==> src/rtl/cpu_pkg.sv <==
// Shared definitions for the pipelined ARM core.
// Holds the NZCV flag bit positions, the ARM condition codes and the bit
// positions inside the two-bit flag-write mask. The condition-unit producer
// stage and its bench import this package.
package cpu_pkg;

  localparam int FLAGS_W_DEF = 4;
  localparam int COND_W_DEF  = 4;

  // Bit positions inside the NZCV flags bus
  localparam int FLAG_N = 3;
  localparam int FLAG_Z = 2;
  localparam int FLAG_C = 1;
  localparam int FLAG_V = 0;

  // Bit positions inside the FlagW mask: [1] writes N/Z, [0] writes C/V
  localparam int FLAGW_NZ = 1;
  localparam int FLAGW_CV = 0;

  typedef enum logic [3:0] {
    COND_EQ = 4'b0000,
    COND_NE = 4'b0001,
    COND_CS = 4'b0010,
    COND_CC = 4'b0011,
    COND_MI = 4'b0100,
    COND_PL = 4'b0101,
    COND_VS = 4'b0110,
    COND_VC = 4'b0111,
    COND_HI = 4'b1000,
    COND_LS = 4'b1001,
    COND_GE = 4'b1010,
    COND_LT = 4'b1011,
    COND_GT = 4'b1100,
    COND_LE = 4'b1101,
    COND_AL = 4'b1110
  } cond_e;

endpackage

==> src/rtl/cond_ctrl_stage_if.sv <==
// Bundle between the Decode/hazard logic, the Execute-stage control register
// and the condition unit.
//   master : the cond_ctrl_stage side (takes Decode fields, hazard controls,
//            PCSrc and ALUFlagsResult; drives the Execute fields, FlagsE,
//            FlushD, PCWrPending, PCSrcM and PCSrcW)
//   slave  : the surrounding pipeline / condition unit (mirror image)
interface cond_ctrl_stage_if
  import cpu_pkg::*;
#(
  parameter int FLAGS_W = FLAGS_W_DEF,
  parameter int COND_W  = COND_W_DEF
);

  // Decode-stage fields
  logic [COND_W-1:0]  CondD;
  logic [1:0]         FlagWD;
  logic               PCSD;
  logic               RegWD;
  logic               MemWD;
  logic               BranchD;
  logic               ValidD;

  // Hazard controls
  logic               StallE;
  logic               FlushE;

  // From the condition unit
  logic               PCSrc;
  logic [FLAGS_W-1:0] ALUFlagsResult;

  // Execute-stage fields towards the condition unit
  logic [COND_W-1:0]  CondE;
  logic [1:0]         FlagWE;
  logic               PCSE;
  logic               RegWE;
  logic               MemWE;
  logic               BranchE;
  logic               ValidE;
  logic [FLAGS_W-1:0] FlagsE;

  // Branch bookkeeping
  logic               FlushD;
  logic               PCWrPending;
  logic               PCSrcM;
  logic               PCSrcW;

  modport master (
    input  CondD, FlagWD, PCSD, RegWD, MemWD, BranchD, ValidD,
    input  StallE, FlushE, PCSrc, ALUFlagsResult,
    output CondE, FlagWE, PCSE, RegWE, MemWE, BranchE, ValidE, FlagsE,
    output FlushD, PCWrPending, PCSrcM, PCSrcW
  );

  modport slave (
    output CondD, FlagWD, PCSD, RegWD, MemWD, BranchD, ValidD,
    output StallE, FlushE, PCSrc, ALUFlagsResult,
    input  CondE, FlagWE, PCSE, RegWE, MemWE, BranchE, ValidE, FlagsE,
    input  FlushD, PCWrPending, PCSrcM, PCSrcW
  );

endinterface

==> src/rtl/cond_ctrl_stage_flopenrc.sv <==
// flopenrc: register with an asynchronous active-low reset, a load enable
// and a synchronous clear.
//   clk   : clock
//   reset : asynchronous reset, active low (0 clears q)
//   en    : load enable; when low the register holds, even if clear is high
//   clear : synchronous clear, honoured only while en is high
//   d / q : data in / data out
module flopenrc #(
  parameter int WIDTH = 8
) (
  input  logic             clk,
  input  logic             reset,
  input  logic             en,
  input  logic             clear,
  input  logic [WIDTH-1:0] d,
  output logic [WIDTH-1:0] q
);

  // NOTE: sequential state is written with non-blocking assignments only, so
  // every flop samples the values present before the clock edge.
  always_ff @(posedge clk or negedge reset) begin
    if (!reset) begin
      q <= '0;
    end else if (en) begin
      // Clear sits under the enable so a stall always wins over a flush.
      if (clear) q <= '0;
      else       q <= d;
    end
  end

endmodule

==> src/rtl/cond_ctrl_stage.sv <==
// cond_ctrl_stage: producer side of the condition-unit interface.
// Registers the Decode control fields into Execute, owns the architectural
// NZCV flags, tracks taken PC writes through Memory and Writeback, and
// produces the Decode squash and the fetch-stall request.
//   clk   : core clock
//   reset : asynchronous reset, active low
//   bus   : cond_ctrl_stage_if master modport (Decode fields, StallE,
//           FlushE, PCSrc, ALUFlagsResult in; Execute fields, FlagsE,
//           FlushD, PCWrPending, PCSrcM, PCSrcW out)
module cond_ctrl_stage
  import cpu_pkg::*;
#(
  parameter int FLAGS_W = FLAGS_W_DEF,
  parameter int COND_W  = COND_W_DEF
) (
  input  logic                 clk,
  input  logic                 reset,
  cond_ctrl_stage_if.master    bus
);

  // Execute control word: {cond, flagw[1:0], pcs, regw, memw, branch, valid}
  localparam int CTRL_W = COND_W + 7;

  logic              squash_e;
  logic [CTRL_W-1:0] ctrl_d;
  logic [CTRL_W-1:0] ctrl_q;

  // A taken PC write only counts when Execute holds a real instruction.
  assign squash_e = bus.ValidE & bus.PCSrc;

  // An empty Decode slot enters Execute as an all-zero word, so a stray
  // control bit can never write state downstream.
  assign ctrl_d = bus.ValidD
                ? {bus.CondD, bus.FlagWD, bus.PCSD, bus.RegWD, bus.MemWD,
                   bus.BranchD, 1'b1}
                : '0;

  flopenrc #(.WIDTH(CTRL_W)) u_ctrl_e (
    .clk   (clk),
    .reset (reset),
    .en    (~bus.StallE),
    .clear (bus.FlushE | squash_e),
    .d     (ctrl_d),
    .q     (ctrl_q)
  );

  assign {bus.CondE, bus.FlagWE, bus.PCSE, bus.RegWE, bus.MemWE,
          bus.BranchE, bus.ValidE} = ctrl_q;

  // Flags follow the instruction: only a real, advancing Execute
  // instruction commits the merged flags from the condition unit.
  flopenrc #(.WIDTH(FLAGS_W)) u_flags (
    .clk   (clk),
    .reset (reset),
    .en    (bus.ValidE & ~bus.StallE),
    .clear (1'b0),
    .d     (bus.ALUFlagsResult),
    .q     (bus.FlagsE)
  );

  // A stalled Execute does not advance, so Memory receives a bubble.
  always_ff @(posedge clk or negedge reset) begin
    if (!reset) begin
      bus.PCSrcM <= 1'b0;
      bus.PCSrcW <= 1'b0;
    end else begin
      bus.PCSrcM <= squash_e & ~bus.StallE;
      bus.PCSrcW <= bus.PCSrcM;
    end
  end

  assign bus.FlushD = squash_e;

  // Fetch stays stalled from the moment a PC-writing instruction is seen in
  // Decode until its taken write has reached Writeback.
  assign bus.PCWrPending = (bus.PCSD & bus.ValidD)
                         | (bus.PCSE & bus.ValidE)
                         | bus.PCSrcM;

endmodule

==> src/flat_wrapper.sv <==
// flat-port wrapper written by rule: the top's interface ports become plain ports
module cond_ctrl_stage_flat import cpu_pkg::*;
#(
  parameter int FLAGS_W = FLAGS_W_DEF,
  parameter int COND_W  = COND_W_DEF
)
  (clk, reset, bus_CondD, bus_FlagWD, bus_PCSD, bus_RegWD, bus_MemWD, bus_BranchD, bus_ValidD, bus_StallE, bus_FlushE, bus_PCSrc, bus_ALUFlagsResult, bus_CondE, bus_FlagWE, bus_PCSE, bus_RegWE, bus_MemWE, bus_BranchE, bus_ValidE, bus_FlagsE, bus_FlushD, bus_PCWrPending, bus_PCSrcM, bus_PCSrcW);
  cond_ctrl_stage_if #(.FLAGS_W(FLAGS_W), .COND_W(COND_W)) bus_i ();
  input  logic clk;
  input  logic reset;
  input wire logic [$bits(bus_i.CondD)-1:0] bus_CondD;
  input wire logic [$bits(bus_i.FlagWD)-1:0] bus_FlagWD;
  input wire logic [$bits(bus_i.PCSD)-1:0] bus_PCSD;
  input wire logic [$bits(bus_i.RegWD)-1:0] bus_RegWD;
  input wire logic [$bits(bus_i.MemWD)-1:0] bus_MemWD;
  input wire logic [$bits(bus_i.BranchD)-1:0] bus_BranchD;
  input wire logic [$bits(bus_i.ValidD)-1:0] bus_ValidD;
  input wire logic [$bits(bus_i.StallE)-1:0] bus_StallE;
  input wire logic [$bits(bus_i.FlushE)-1:0] bus_FlushE;
  input wire logic [$bits(bus_i.PCSrc)-1:0] bus_PCSrc;
  input wire logic [$bits(bus_i.ALUFlagsResult)-1:0] bus_ALUFlagsResult;
  output wire logic [$bits(bus_i.CondE)-1:0] bus_CondE;
  output wire logic [$bits(bus_i.FlagWE)-1:0] bus_FlagWE;
  output wire logic [$bits(bus_i.PCSE)-1:0] bus_PCSE;
  output wire logic [$bits(bus_i.RegWE)-1:0] bus_RegWE;
  output wire logic [$bits(bus_i.MemWE)-1:0] bus_MemWE;
  output wire logic [$bits(bus_i.BranchE)-1:0] bus_BranchE;
  output wire logic [$bits(bus_i.ValidE)-1:0] bus_ValidE;
  output wire logic [$bits(bus_i.FlagsE)-1:0] bus_FlagsE;
  output wire logic [$bits(bus_i.FlushD)-1:0] bus_FlushD;
  output wire logic [$bits(bus_i.PCWrPending)-1:0] bus_PCWrPending;
  output wire logic [$bits(bus_i.PCSrcM)-1:0] bus_PCSrcM;
  output wire logic [$bits(bus_i.PCSrcW)-1:0] bus_PCSrcW;
  assign bus_i.CondD = bus_CondD;
  assign bus_i.FlagWD = bus_FlagWD;
  assign bus_i.PCSD = bus_PCSD;
  assign bus_i.RegWD = bus_RegWD;
  assign bus_i.MemWD = bus_MemWD;
  assign bus_i.BranchD = bus_BranchD;
  assign bus_i.ValidD = bus_ValidD;
  assign bus_i.StallE = bus_StallE;
  assign bus_i.FlushE = bus_FlushE;
  assign bus_i.PCSrc = bus_PCSrc;
  assign bus_i.ALUFlagsResult = bus_ALUFlagsResult;
  assign bus_CondE = bus_i.CondE;
  assign bus_FlagWE = bus_i.FlagWE;
  assign bus_PCSE = bus_i.PCSE;
  assign bus_RegWE = bus_i.RegWE;
  assign bus_MemWE = bus_i.MemWE;
  assign bus_BranchE = bus_i.BranchE;
  assign bus_ValidE = bus_i.ValidE;
  assign bus_FlagsE = bus_i.FlagsE;
  assign bus_FlushD = bus_i.FlushD;
  assign bus_PCWrPending = bus_i.PCWrPending;
  assign bus_PCSrcM = bus_i.PCSrcM;
  assign bus_PCSrcW = bus_i.PCSrcW;
  cond_ctrl_stage #(.FLAGS_W(FLAGS_W), .COND_W(COND_W)) u_core (.clk(clk), .reset(reset), .bus(bus_i));
endmodule
==> config.mk <==
export PLATFORM = sky130hd
export DESIGN_NAME = cond_ctrl_stage_flat
export DESIGN_NICKNAME = d
export VERILOG_FILES = /design/src/rtl/cpu_pkg.sv /design/src/rtl/cond_ctrl_stage_if.sv /design/src/rtl/cond_ctrl_stage_flopenrc.sv /design/src/rtl/cond_ctrl_stage.sv /design/src/flat_wrapper.sv
export SDC_FILE = /design/constraint.sdc
export NUM_CORES = 1
export LEC_CHECK = 0
export CORE_ASPECT_RATIO = 1.1
export CORE_UTILIZATION = 39
export CTS_BUF_LIST = sky130_fd_sc_hd__clkbuf_8
export DETAILED_ROUTE_END_ITERATION = 10
export PLACE_DENSITY = 0.9
export SLEW_MARGIN = 25
export SYNTH_ARGS = -nofsm -noshare
export SYNTH_HDL_FRONTEND = slang
export SYNTH_SLANG_ARGS = --single-unit
==> constraint.sdc <==
create_clock -name clk -period 1.5 [get_ports clk]
set_clock_uncertainty 0.05 [all_clocks]
set_input_delay 0.3 -clock clk [delete_from_list [all_inputs] [get_ports clk]]
set_output_delay 0.3 -clock clk [all_outputs]
set_load 0.02 [all_outputs]
==> results <==
- The run finished with clean final reports.
- In this run the cell area measured after placement is 0.001191 mm^2.
- The final layout contains routed wiring with a total length of 1.893 mm.
- The number of primary I/O pins is 39.
- The HPWL after detailed placement is 1.388 mm.
- The buffer levels on the longest clock path is 2.
- The area share of the largest cell type after synthesis is 58.82%.
- The count of nets left with antenna violations once routing finished came out at 0.
- After the first detailed-routing iteration, the DRC count stood at 7.
- The per-instance average area after synthesis is 13.65 um^2.
- The share of power burned in combinational logic is 26.9%.
- Before CTS, the worst setup slack after placement is -0.4510 ns.
- Data on the critical path arrives at its endpoint at 1.14 ns.
- Across the VDD grid, the largest voltage drop is 0.7628 mV.
- In this run, the clock network consumes 27.7% of the power.
- The level count of the clock H-tree is 1.
- TritonCTS built the clock tree.
- The internal portion of total power is 853.9 uW.
- Across the run, the number of max-cap violations was 0.
- The CTS buffer count is 3.
- The total negative slack is 0 ns.
- The worst setup margin is 0.007761 ns.
- The finished layout holds 119 standard cells, fillers aside.
- The routability congestion estimate from global placement is 0.6597.
- The count of clock tree sinks is 17.
- The repair_antennas step left the layout with diodes totalling 0.
- The worst hold path belongs to the class in2async.
- Row generation in the floorplan step produced 15 rows.
- The capturing element type of the critical path is an output port.
- In this run switching power makes up 27.73% of total power.
- The number of antenna violations at the first check in global routing came to 0.
- The switching power summed over all nets is 327.6 uW.
- The average detailed-routed wire length per instance is 15.91 um.
- In this run, post-CTS hold repair placed 0 buffers.
- Ranked by total cell area, the synthesized netlist is headed by sky130_fd_sc_hd__dfrtp_1 (59%), sky130_fd_sc_hd__a32o_1 (15%), sky130_fd_sc_hd__nor2b_1 (6.9%).
- The normalized max-slew margin is 70.24%.
- The wire length of the first global-routing pass is 2.801 mm.
- The cell type contributing the most total cell area after synthesis is sky130_fd_sc_hd__dfrtp_1.
- After technology mapping, the gate count stands at 53.
- Synthesis instantiated 14 different standard cells from the library.
- The element type at the critical path start is a flop.
- The tree is rooted in a sky130_fd_sc_hd__clkbuf_8.
- From left edge to right edge, the die measures 43.06 um.
- Registers are responsible for 45.4% of the overall power.
- For this design the ratio of total power to cell area is 972.4 mW/mm^2.
- The number of placed instances, taps included, is 115.
- When the netlist entered floorplanning its net count stood at 73.
- The post-CTS setup-driven buffer insertion count is 0.
- The post-route netlist has 22.55% of its cells at a drive strength greater than 1.
- Timing would allow up to 0.6701 GHz.
- The share of the clock period used by the worst path is 99.48%.
- The finished cells cover 0.001215 mm^2.
- After clock tree synthesis, the clock-pin slew on the worst setup and hold paths is 0.06 ns.
- After synthesis the netlist holds a flip-flop and latch count of 17.
- The count of final hold-check violations was 0.
- Setup violations remaining at the end of the flow were counted as 0.
- In this run the static leakage power is 0.6274 nW.
- The top cell types in the final layout, fill and taps aside, are sky130_fd_sc_hd__clkdlybuf4s50_1 (17), sky130_fd_sc_hd__dfrtp_1 (17), sky130_fd_sc_hd__dlygate4sd2_1 (16).
- The synthesis warning total is 0.
- The count of buffers added on input and output ports is 38.
- The max-slew violation count is 0.
- Sequential elements use 58.82% of the synthesized area.
- The netlist area before placement is 723.2 um^2.
- The via density per instance is 5.311.
- The remaining global-route overflow is 0.
- The number of nets in the layout is 123.
- Setup repair after global routing could not meet its margin everywhere.
- STA puts the critical path data required time at 1.15 ns.
- The placeable core region is 0.001652 mm^2.
- The number of vias in the routed layout is 632.
- The die covers 0.002031 mm^2.
- The classification of the worst setup path is reg2out.
- The number of global-route vias before repair was 585.
- The worst hold slack after final layout is 0.3241 ns.
- The transition time at the pin with the least slew margin is 0.4444 ns.
- The vertical extent of the die is 47.17 um.
- From synthesis to final layout, the design area changed by 67.99%.
- Entering global routing, the biggest net connects 18 pins.
- The clock period could shrink to 1.492 ns.
- Across every metal layer, demand over resource in global routing totals 19.78%.
- The later-pin clock latency in the skew report is 0.24 ns.
- The number of remaining DRC errors is 0.
- The initial cell density of the core is 43.79%.
- Along the worst path, the maximum fanout reaches 3.
- The first detailed-routing pass took 2 iterations.
==> cells in the mapped netlist, drive strengths merged <==
| master | count |
|---|---|
| dfrtp | 17 |
| a32o | 11 |
| nor2 | 1 |
| mux2 | 4 |
| a221o | 1 |
| and2 | 1 |
| inv | 1 |
| buf | 4 |
| nand2 | 1 |
| nor2b | 9 |
| and2b | 3 |
==> area by class of cell <==
type / count / area (um^2)
repair buffers: 49 / 451.7
fillers: 120 / 436.7
flip-flops and latches: 17 / 425.4
multi-input cells: 31 / 267.8
clock buffers: 3 / 41.29
well taps: 17 / 21.27
clock inverters: 1 / 3.754
inverters: 1 / 3.754
==> worst paths after layout <==
kind | from | endpoint | slack, ns | cells past startpoint
worst max-delay path | u_core.u_ctrl_e.q[0] | bus_PCWrPending | 0.008 | 2
worst min-delay path | reset | u_core.u_ctrl_e.q[6] | 0.32 | 2
worst max register to register | u_core.u_ctrl_e.q[0] | u_core.u_flags.q[2] | 0.17 | 4
worst min register to register | u_core.u_ctrl_e.q[5] | u_core.u_ctrl_e.q[5] | 0.44 | 1
max in group asynchronous | reset | u_core.u_ctrl_e.q[2] | 0.88 | 2
min in group clk | bus_PCSD | u_core.u_ctrl_e.q[4] | 0.43 | 3
==> critical path, stage by stage, from the launching register on <==
cell	delay, ns
sky130_fd_sc_hd__dfrtp_1	0.41
sky130_fd_sc_hd__a221o_1	0.35
sky130_fd_sc_hd__buf_6	0.14
==> flip-flops by register name, summed over array words and instances (netlist names) <==
| register | flops |
|---|---|
| u_core.bus.PCSrcM | 1 |
| u_core.bus.PCSrcW | 1 |
| u_core.u_ctrl_e.q | 11 |
| u_core.u_flags.q | 4 |
==> through the flow <==
stage / power [mW] / util [%]
after detailed placement: 0.9008 / 72.12
final: 1.181 / 73.56
after global routing: 1.232 / 73.56
after CTS: 1.197 / 72.88
after global placement: 0.8827 / 72.12
after floorplan: 0.6874 / -
==> routing by layer <==
layer | wire length, um | global-route usage (%)
met1 | 735 | 22.52
met2 | 1018 | 36.06
met3 | 111 | 4.615
met4 | 28 | 9.091
met5 | 0 | 0
==> power groups by stage <==
stage / clock [mW] / sequential (mW) / combinational, mW
finish: 0.327 / 0.536 / 0.318
global route: 0.355 / 0.541 / 0.337
CTS: 0.342 / 0.537 / 0.318
detailed placement: 0 / 0.547 / 0.354
global placement: 0 / 0.539 / 0.344
floorplan: 0 / 0.602 / 0.0850
==> cell families after synthesis <==
kind of cell	Yosys count	synth area share, %
flip-flops	17	58.82
AND/OR/NAND/NOR	15	13.84
AO/OA/AOI/OAI	12	16.61
buffers and inverters	5	4.498
multiplexers	4	6.228
==> what timing repair did <==
action | in CTS | in global routing
pin swaps | 0 | 1
resized for setup | 29 | 4
setup endpoints to repair | 29 | 1
(Power assumes the default switching activity.)
